File: src/rtl/mem_ctrl_nch_pkg.sv
// Shared constants and state encoding for the multi-channel byte-bus memory controller.
package mem_ctrl_nch_pkg;

   localparam logic [1:0] IO_BASE_HI = 2'b11;
   localparam int         DATA_BUS_W = 8;

   typedef enum logic [1:0] {
      ST_IDLE  = 2'd0,
      ST_READ  = 2'd1,
      ST_WRITE = 2'd2,
      ST_DONE  = 2'd3
   } state_t;

endpackage

File: src/rtl/rr_arbiter.sv
// Combinational round-robin picker: first requesting channel at or after ptr, wrapping.
module rr_arbiter #(
   parameter int NCH   = 2,
   parameter int PTR_W = (NCH > 1) ? $clog2(NCH) : 1
) (
   input  logic [NCH-1:0]   req,
   input  logic [PTR_W-1:0] ptr,
   output logic [NCH-1:0]   grant,
   output logic [PTR_W-1:0] grant_idx
);

   always_comb begin
      int               cand;
      logic [PTR_W-1:0] cidx;
      logic             found;
      grant     = '0;
      grant_idx = '0;
      found     = 1'b0;
      cand      = 0;
      cidx      = '0;
      for (int i = 0; i < NCH; i++) begin
         cand = int'(ptr) + i;
         if (cand >= NCH) cand = cand - NCH;
         cidx = PTR_W'(cand);
         if (!found && req[cidx]) begin
            found       = 1'b1;
            grant[cidx] = 1'b1;
            grant_idx   = cidx;
         end
      end
   end

endmodule

File: src/rtl/mem_ctrl_nch.sv
// Arbitrates NCH request channels onto one byte-wide RAM/IO bus, 1..MAX_LEN bytes per access.
module mem_ctrl_nch
   import mem_ctrl_nch_pkg::*;
#(
   parameter int NCH     = 2,
   parameter int MAX_LEN = 4,
   parameter int LEN_W   = $clog2(MAX_LEN) + 1
) (
   input  logic                           clk,
   input  logic                           rst,
   input  logic                           rdy,
   input  logic [7:0]                     mem_din,
   output logic [7:0]                     mem_dout,
   output logic [31:0]                    mem_a,
   output logic                           mem_wr,
   input  logic                           io_buffer_full,
   input  logic [NCH-1:0]                 req_valid,
   input  logic [NCH-1:0]                 req_wr,
   input  logic [NCH*32-1:0]              req_addr,
   input  logic [NCH*LEN_W-1:0]           req_len,
   input  logic [NCH*DATA_BUS_W*MAX_LEN-1:0] req_wdata,
   input  logic [NCH-1:0]                 flush,
   output logic [NCH-1:0]                 resp_valid,
   output logic [DATA_BUS_W*MAX_LEN-1:0]  resp_data
);

   localparam int PTR_W = (NCH > 1) ? $clog2(NCH) : 1;
   localparam int DW    = DATA_BUS_W * MAX_LEN;

   logic [31:0]      addr_arr  [NCH];
   logic [LEN_W-1:0] len_arr   [NCH];
   logic [DW-1:0]    wdata_arr [NCH];

   generate
      for (genvar gi = 0; gi < NCH; gi++) begin : g_unpack
         assign addr_arr[gi]  = req_addr[gi*32 +: 32];
         assign len_arr[gi]   = req_len[gi*LEN_W +: LEN_W];
         assign wdata_arr[gi] = req_wdata[gi*DW +: DW];
      end
   endgenerate

   state_t           state_q, state_d;
   logic [PTR_W-1:0] rr_ptr_q, rr_ptr_d;
   logic [PTR_W-1:0] grant_q, grant_d;
   logic [31:0]      addr_q, addr_d;
   logic [LEN_W-1:0] len_q, len_d;
   logic [DW-1:0]    wdata_q, wdata_d;
   logic [LEN_W-1:0] idx_q, idx_d;
   logic             first_q, first_d;
   logic [DW-1:0]    data_q, data_d;

   logic [NCH-1:0]   arb_grant;
   logic [PTR_W-1:0] arb_idx;
   logic [LEN_W-1:0] len_raw, len_sel, last_idx, off;
   logic             io_block;

   rr_arbiter #(.NCH(NCH), .PTR_W(PTR_W)) u_rr_arbiter (
      .req       (req_valid),
      .ptr       (rr_ptr_q),
      .grant     (arb_grant),
      .grant_idx (arb_idx)
   );

   assign len_raw   = len_arr[arb_idx];
   assign last_idx  = len_q - LEN_W'(1);
   assign resp_data = data_q;

   always_comb begin
      len_sel = len_raw;
      if (len_raw == '0)               len_sel = LEN_W'(1);
      else if (int'(len_raw) > MAX_LEN) len_sel = LEN_W'(MAX_LEN);
   end

   // While stalled, a read re-presents the byte awaiting capture so it returns once rdy is back.
   always_comb begin
      off = idx_q;
      if (state_q == ST_READ && rdy && !first_q && idx_q != last_idx) off = idx_q + LEN_W'(1);
      mem_a    = '0;
      mem_dout = '0;
      if (state_q == ST_READ || state_q == ST_WRITE) mem_a = addr_q + 32'(off);
      if (state_q == ST_WRITE) begin
         for (int b = 0; b < MAX_LEN; b++) begin
            if (idx_q == LEN_W'(b)) mem_dout = wdata_q[b*8 +: 8];
         end
      end
      io_block = (mem_a[17:16] == IO_BASE_HI) && io_buffer_full;
      mem_wr   = rdy && (state_q == ST_WRITE) && !io_block;
      resp_valid = '0;
      if (state_q == ST_DONE && rdy) resp_valid[grant_q] = 1'b1;
   end

   always_comb begin
      state_d  = state_q;
      rr_ptr_d = rr_ptr_q;
      grant_d  = grant_q;
      addr_d   = addr_q;
      len_d    = len_q;
      wdata_d  = wdata_q;
      idx_d    = idx_q;
      first_d  = first_q;
      data_d   = data_q;
      if (rdy) begin
         case (state_q)
            ST_IDLE: begin
               if (|arb_grant) begin
                  grant_d  = arb_idx;
                  addr_d   = addr_arr[arb_idx];
                  len_d    = len_sel;
                  wdata_d  = wdata_arr[arb_idx];
                  idx_d    = '0;
                  first_d  = 1'b1;
                  data_d   = '0;
                  rr_ptr_d = (int'(arb_idx) == NCH - 1) ? '0 : arb_idx + PTR_W'(1);
                  state_d  = req_wr[arb_idx] ? ST_WRITE : ST_READ;
               end
            end
            ST_READ: begin
               // The first read cycle only issues; captures lag issues by one cycle.
               if (flush[grant_q]) begin
                  state_d = ST_IDLE;
               end else if (first_q) begin
                  first_d = 1'b0;
               end else begin
                  for (int b = 0; b < MAX_LEN; b++) begin
                     if (idx_q == LEN_W'(b)) data_d[b*8 +: 8] = mem_din;
                  end
                  if (idx_q == last_idx) state_d = ST_DONE;
                  else                   idx_d   = idx_q + LEN_W'(1);
               end
            end
            ST_WRITE: begin
               if (!io_block) begin
                  if (idx_q == last_idx) state_d = ST_DONE;
                  else                   idx_d   = idx_q + LEN_W'(1);
               end
            end
            default: state_d = ST_IDLE;
         endcase
      end
   end

   always_ff @(posedge clk or posedge rst) begin
      if (rst) begin
         state_q  <= ST_IDLE;
         rr_ptr_q <= '0;
         grant_q  <= '0;
         addr_q   <= '0;
         len_q    <= '0;
         wdata_q  <= '0;
         idx_q    <= '0;
         first_q  <= 1'b0;
         data_q   <= '0;
      end else begin
         state_q  <= state_d;
         rr_ptr_q <= rr_ptr_d;
         grant_q  <= grant_d;
         addr_q   <= addr_d;
         len_q    <= len_d;
         wdata_q  <= wdata_d;
         idx_q    <= idx_d;
         first_q  <= first_d;
         data_q   <= data_d;
      end
   end

endmodule

File: config.mk
export PLATFORM = sky130hd
export DESIGN_NAME = mem_ctrl_nch
export DESIGN_NICKNAME = d
export VERILOG_FILES = /design/src/rtl/mem_ctrl_nch_pkg.sv /design/src/rtl/rr_arbiter.sv /design/src/rtl/mem_ctrl_nch.sv
export SDC_FILE = /design/constraint.sdc
export NUM_CORES = 1
export LEC_CHECK = 0
export CELL_PAD_IN_SITES_DETAIL_PLACEMENT = 1
export CELL_PAD_IN_SITES_GLOBAL_PLACEMENT = 1
export CORE_MARGIN = 4
export CORE_UTILIZATION = 29
export CTS_CLUSTER_DIAMETER = 100
export DETAILED_ROUTE_END_ITERATION = 10
export GPL_TIMING_DRIVEN = 0
export PLACE_DENSITY = 0.88
export SYNTH_ARGS = -nofsm -noshare
export SYNTH_HDL_FRONTEND = slang
export SYNTH_SLANG_ARGS = --single-unit
File: constraint.sdc
create_clock -name clk -period 3.85 [get_ports clk]
set_clock_uncertainty 0.15 [all_clocks]
set_input_delay 0.5775 -clock clk [delete_from_list [all_inputs] [get_ports clk]]
set_output_delay 0.5775 -clock clk [all_outputs]
set_load 0.02 [all_outputs]
==> out/metrics.csv, run 1 <==
metric;value;unit
Slew Limit Fails;0;
FF-to-FF Start;len_q[0]$_DFFE_PP0P_;
CTS tree;done;
critical path required time;3.12;ns
Simple-Gate Fraction of Synth Area;22.0;%
DIE WIDTH;151;microns
first-pass GRT wire length;37100;microns
final critical-path share of the clock period;116;%
async set-or-reset flop fraction in the synthesized netlist;100;%
final worst slack;-0.625;ns
initial antenna violation count;0;
Chip Height;151;microns
switch share;45.6;%
full die area;0.0227;sq mm
Post-Synth Adder-Cell Area;3.51;%
Compound-Gate Fraction of Synth Area;19.1;%
outcome;finished with violations;
cell internal pwr;0.00393;W
PD cells;757;mW/mm^2
failing checks;negative setup slack;
Clk Latency, worst-skew pair;0.36;ns
Max Fclk;223;MHz
CTS Buf Count;9;
number of synthesized register bits;107;
share of cells above drive strength 1;17.0;%
sequential area share after synthesis;45.3;%
total wire length;24500;microns
Initial Utilization;29.9;%
Worst Tran Pin Value;0.889;ns
commonest non-fill, non-tap cell in the layout;clkdlybuf4s50_1;
Hold EP;resp_data[11]$_DFFE_PP0P_;
# port buffers;226;
Synth Area per Inst;8.48;sq um
total grt overflow;0;
vias in the first global route;6716;
Via Count;6177;
Nets;1133;
DRC;0;
# setup viols final;32;
Worst setup EP type;primary output;
Clock Root Buffer;clkbuf_16;
post-DR vias/cell;5.00;
Hold Fails Final Rpt;0;
WS Path Type;reg2out;
ant diodes;0;
RePlAce Congestion;0.829;
CTS max path bufs;2;
Combinational Power Share;57.5;%
Static Leakage;4.05;nW
core area;0.0198;sq mm
most frequent cells in the layout;193 x clkdlybuf4s50_1, 187 x nand2_1, 105 x dfrtp_1;
Placed Cells;1189;
R2R depth;17;
crit start category;register;
Post-Layout Cell Count;1235;
Syn-to-layout area delta;61.7;%
H-tree levels;3;
Worst-path clk slew;0.09;ns
flop2flop setup slack;-0.01;ns
post-route minimum period;4.47;ns
row count;51;
synthesized area;0.00591;sq mm
Post-Syn Instances;697;
share of total power in the clock network;13.3;%
Post-synth EDFFs;0;
Iteration-0 DRC Markers;307;
sequential power share;29.2;%
Post-Place Worst Slack;-1.42;ns
pin count of the biggest net entering global routing;64;
Syn Nets;865;
top_reg_cell synth;dfrtp_1;
headroom to the max-slew limit;40.7;%
hold path depth;2;
Routed WL per cell;19.9;microns
XOR/XNOR Fraction of Synth Area;4.42;%
Tot GR Track Use;21.1;%
CTS Sinks;107;
RR Endpoint;state_q[1]$_DFFE_PP0P_;
First-pass DRT Iterations;4;
hold wc startpoint;resp_data[11]$_DFFE_PP0P_;
Crit Path Max Fanout;5;
proportion of synthesized area in mux cells;1.23;%
synth unique cells;48;
Min-Delay Path Class;reg2reg;
Pwr Total;0.00723;W
switching power;0.00330;W
crit path DAT;3.75;ns
io pins;227;
placed wire-length estimate;17900;microns
largest family of logic cells by synthesized area;simple AND/OR/NAND/NOR gates;
unrepaired setup endpoints after global routing;true;
ANT nets after route;0;
worst vdd ir;0.380;mV
Ys Warns;0;
Max Cap Viol;0;
## timing repair
item,4_1_cts,5_1_grt
setup buffers,25,8
pin swaps,34,21
setup endpoints to repair,42,45
hold buffers,0,0
gates resized for setup,239,27
gates cloned,1,0
hold endpoints to repair,0,0
## registers in the layout (all words and copies together) (netlist names), 2 cells and up
signal,count
resp_data,32
addr_q,32
state_q,2
wdata_q,32
idx_q,3
len_q,3
## how the worst max path moves through the flow
stage,from,to,slack (ns),depth (start not counted)
floorplan,len_q[0]$_DFFE_PP0P_,mem_a[31],-0.03,16
global placement,rst,addr_q[23]$_DFFE_PP0P_,-1.55,2
detailed placement,rdy,mem_a[24],-1.42,14
CTS,len_q[0]$_DFFE_PP0P_,mem_a[19],-0.60,16
global route,len_q[0]$_DFFE_PP0P_,mem_a[25],-0.74,16
finish,len_q[0]$_DFFE_PP0P_,mem_a[25],-0.62,16
## cell usage after synthesis, types with 2 or more instances
library cell | number | area (sq um)
and2_1 | 4 | 25.0
inv_1 | 30 | 113
ha_1 | 15 | 188
o22ai_1 | 2 | 12.5
a21oi_1 | 20 | 100
nor3b_1 | 3 | 22.5
a21o_1 | 6 | 45.0
nor2b_1 | 12 | 75.1
nand4_1 | 4 | 25.0
and3_1 | 4 | 25.0
dfrtp_1 | 107 | 2680
nand3_1 | 13 | 65.1
mux2i_1 | 5 | 50.1
o32a_1 | 2 | 20.0
clkbuf_1 | 28 | 105
xor2_1 | 11 | 96.3
nand2_1 | 190 | 713
xnor2_1 | 17 | 149
o211ai_1 | 2 | 15.0
a211oi_1 | 2 | 15.0
mux2_2 | 2 | 22.5
buf_1 | 10 | 37.5
a311oi_1 | 3 | 26.3
nor2_1 | 45 | 169
o31ai_1 | 2 | 15.0
nor3_1 | 8 | 40.0
nand2b_1 | 2 | 12.5
a22oi_1 | 73 | 548
and4_1 | 3 | 26.3
or3_1 | 5 | 31.3
o21ai_0 | 50 | 250
## per-stage QoR
step                      utilization (%)  setup TNS, ns  cell area [sq um]  hold slack, ns
final                                48.3         -13.43               9560           0.331
after floorplan                         -         -0.104               6000           0.330
after global placement               43.4        -200.23               8590           0.312
after detailed placement             43.6         -37.44               8620           0.322
after CTS                            47.4         -11.49               9380           0.341
after global routing                 48.3         -18.65               9560           0.370
## cell type report
type	instances	area, sq um
clock inverters	7	66.3
fillers	2288	10200
clock buffers	9	225
multi-input cells	521	3410
well taps	265	332
flip-flops and latches	107	2680
plain buffers	36	158
repair buffers	260	2570
inverters	30	115
## power by group through the flow
stage               clock [W]  sequential (W)  combinational [W]
finish               0.000965         0.00211            0.00416
detailed placement          0         0.00208            0.00361
floorplan                   0         0.00210            0.00200
global route          0.00103         0.00217            0.00453
CTS                  0.000976         0.00207            0.00390
global placement            0         0.00206            0.00349
## critical path, cell delays in order (launching register included)
cell     delay, ns
dfrtp_1       0.40
inv_2         0.09
ha_4          0.17
xnor2_4       0.13
xnor2_2       0.15
nor3_4        0.07
nor3_4        0.24
mux2i_2       0.29
inv_1         0.10
ha_4          0.26
a21o_1        0.17
a21oi_4       0.09
or3_4         0.42
buf_8         0.15
or3_4         0.37
a21oi_4       0.13
buf_6         0.14
## cells by family after synthesis
logic type,after synthesis
muxes,7
DFF,107
xor gates and xnor gates,29
adders and majority gates,16
AOI/OAI and AO/OA,170
buffers and inverters,69
and+or+nand+nor,299
## routing by layer
metal  track usage [%]  vias to the layer above  wire (microns)
met5                 0                        -               0
met3              5.03                       42            1430
met1              24.3                     3021            9700
li1                  -                     2924               -
met2              38.1                      190           12600
met4              7.39                        0             768
No activity file was read; power rests on OpenSTA's default activity.
==> run 2, diff against run 1 <==
==> constraint.sdc (replaced) <==
create_clock -name clk -period 4.09 [get_ports clk]
set_clock_uncertainty 0.15 [all_clocks]
set_input_delay 0.6135 -clock clk [delete_from_list [all_inputs] [get_ports clk]]
set_output_delay 0.6135 -clock clk [all_outputs]
set_load 0.02 [all_outputs]
==> run 2 against run 1 <==
The flow still finishes with violations (negative setup slack). Global-route usage fell by 1.2 points. Register-to-register slack better by 0.16 ns. Combinational power decreased by 13%. Highest routed layer unchanged. Clock power down 5.2%. Sequential cell count is the same. Critical path depth unchanged. First-iteration DRC count is 0.33% higher. Utilization down 1.4 points. Clock-buffer cell count grew 1. Worst hold slack improved by 0.0056 ns. Largest power group unchanged.
==> out/metrics.csv, run 2 (same netlist as run 1, synthesis figures left out) <==
metric;value;unit;change
Via Count;6099;;-1.3%
First-pass DRT Iterations;4;;unchanged
WP depth;16;;unchanged
commonest non-fill, non-tap cell in the layout;clkdlybuf4s50_1;;
Bufs and invs on worst path;4;;unchanged
final critical-path share of the clock period;111;%;
pin count of the biggest net entering global routing;57;;-11%
crit start category;register;;
Max stage delay cell, worst path;or3_4;;
WS Path Type;reg2out;;
share of cells above drive strength 1;13.0;%;-4.0 points
full die area;0.0227;sq mm;unchanged
Worst setup EP type;primary output;;
Hold EP;resp_data[20]$_DFFE_PP0P_;;
crit path DAT;3.78;ns;+0.03 ns
DRC;0;;unchanged
placed wire-length estimate;17800;microns;-0.79%
Min-Delay Path Class;reg2reg;;
critical path required time;3.33;ns;+0.21 ns
RR Endpoint;idx_q[2]$_DFFE_PP0P_;;
CTS Buf Count;9;;unchanged
DIE WIDTH;151;microns;unchanged
worst vdd ir;0.263;mV;-31%
Fin Setup TNS;-7.20;ns;+6.23 ns
Chip Height;151;microns;unchanged
most frequent cells in the layout;193 x clkdlybuf4s50_1, 188 x nand2_1, 106 x dfrtp_1;;
hold path depth;2;;unchanged
Routed WL per cell;18.8;microns;-5.6%
flop2flop setup slack;0.15;ns;+0.16 ns
outcome;finished with violations;;
Worst Tran Pin Value;0.741;ns;-0.148 ns
Syn-to-layout area delta;57.0;%;
post-DR vias/cell;4.97;;-0.62%
ANT nets after route;0;;unchanged
Post-CTS Hold Buffers;0;;unchanged
Crit Path Max Fanout;5;;unchanged
H-tree levels;3;;unchanged
CTS tree;done;;
Static Leakage;3.97;nW;-1.8%
headroom to the max-slew limit;50.6;%;+9.9 points
total wire length;23000;microns;-6.2%
Slew Limit Fails;0;;unchanged
CTS max path bufs;2;;unchanged
total grt overflow;0;;unchanged
Hold Fails Final Rpt;0;;unchanged
slowest stage delay, CP;0.44;ns;+0.02 ns
hold wc startpoint;resp_data[20]$_DFFE_PP0P_;;
most frequent CP cell;or3_4;;
vias in the first global route;6432;;-4.2%
Worst-path clk slew;0.07;ns;-0.02 ns
Initial Utilization;29.9;%;unchanged
Pwr Total;0.00647;W;-11%
RePlAce Congestion;0.818;;-1.3%
Max Cap Viol;0;;unchanged
io pins;227;;unchanged
first-pass GRT wire length;35500;microns;-4.3%
# port buffers;226;;unchanged
final worst slack;-0.456;ns;+0.169 ns
critical-path cell list;inv_2 -> ha_4 -> xnor2_2 -> xnor2_1 -> nor3_2 -> nor3_4 -> mux2i_2 -> inv_1 -> ha_1 -> a21o_1 -> a21oi_4 -> or3_4 -> buf_8 -> or3_4 -> a21oi_2 -> buf_6;;
ant diodes;0;;unchanged
row count;51;;unchanged
Nets;1125;;-0.71%
unrepaired setup endpoints after global routing;true;;
failing checks;negative setup slack;;
Clk Latency, worst-skew pair;0.35;ns;about the same
PD cells;697;mW/mm^2;-7.9%
cell family with most CP delay;simple AND/OR/NAND/NOR gates;;
initial antenna violation count;0;;unchanged
core area;0.0198;sq mm;unchanged
R2R depth;17;;unchanged
Tot GR Track Use;19.9;%;-1.2 points
Clock Root Buffer;clkbuf_16;;
Max Fclk;220;MHz;
Iteration-0 DRC Markers;308;;+0.33%
CTS Sinks;107;;unchanged
FF-to-FF Start;len_q[0]$_DFFE_PP0P_;;
post-route minimum period;4.55;ns;
# setup viols final;28;;-13%
## run 2: layer usage
| metal | up-vias | wire [microns] | part of all wire [%] | global-route usage (%) |
|---|---|---|---|---|
| li1 | 2907 | - | - | - |
| met1 | 2990 | 9390 | 41 | 24.3 |
| met2 | 177 | 11600 | 51 | 34.5 |
| met3 | 25 | 1660 | 7.2 | 5.92 |
| met4 | 0 | 340 | 1.5 | 4.71 |
| met5 | - | 0 | 0 | 0 |
## run 2: area by class of cell
type	instances	area [sq um]
Fill cell	2314	10500
Multi-Input combinational cell	521	3240
Sequential cell	107	2680
Timing Repair Buffer	250	2460
Tap cell	265	332
Clock buffer	10	229
Buffer	38	155
Inverter	30	115
Clock inverter	6	70.1
## run 2: what timing repair did
action,4_1_cts,5_1_grt
cloned,1,0
resized for setup,176,45
buffers inserted,12,10
endpoints found under the setup margin,37,43
pin swaps,26,20
## run 2: worst max-delay path by stage
stage	from	endpoint	slack, ns
final	len_q[0]$_DFFE_PP0P_	mem_a[25]	-0.46
after detailed placement	rdy	mem_a[31]	-1.31
after floorplan	state_q[1]$_DFFE_PP0P_	mem_a[31]	0.02
after CTS	len_q[0]$_DFFE_PP0P_	mem_a[25]	-0.39
after global placement	rst	addr_q[11]$_DFFE_PP0P_	-1.30
after global routing	len_q[0]$_DFFE_PP0P_	mem_a[25]	-0.62
## run 2: worst reg2reg max path, delay by kind of cell (launching register included)
kind / cells / cell delay, ns
xor+xnor: 3 / 0.48
buf+inv: 3 / 0.29
fa+ha+maj: 3 / 0.72
compound gates: 2 / 0.50
simple gates: 5 / 1.15
flops: 1 / 0.37
mux: 1 / 0.16
## run 2: metrics by stage
step	hold slack [ns]	cell area, sq um	instances	utilization [%]	worst slack, ns
3_5_place_dp	0.322	8560	1189	43.3	-1.31
3_3_place_gp	0.311	8530	1188	43.1	-1.30
2_1_floorplan	0.330	5930	697	-	0.0225
6_report	0.337	9280	1227	46.9	-0.456
4_1_cts	0.339	9090	1217	46.0	-0.385
5_1_grt	0.367	9280	1227	46.9	-0.623
## run 2: where the power goes
part / leakage, nW / internal [W] / switching, W
clock network: 0.148 / 0.000483 / 0.000432
registers: 1.37 / 0.00152 / 0.000435
logic: 2.46 / 0.00158 / 0.00202
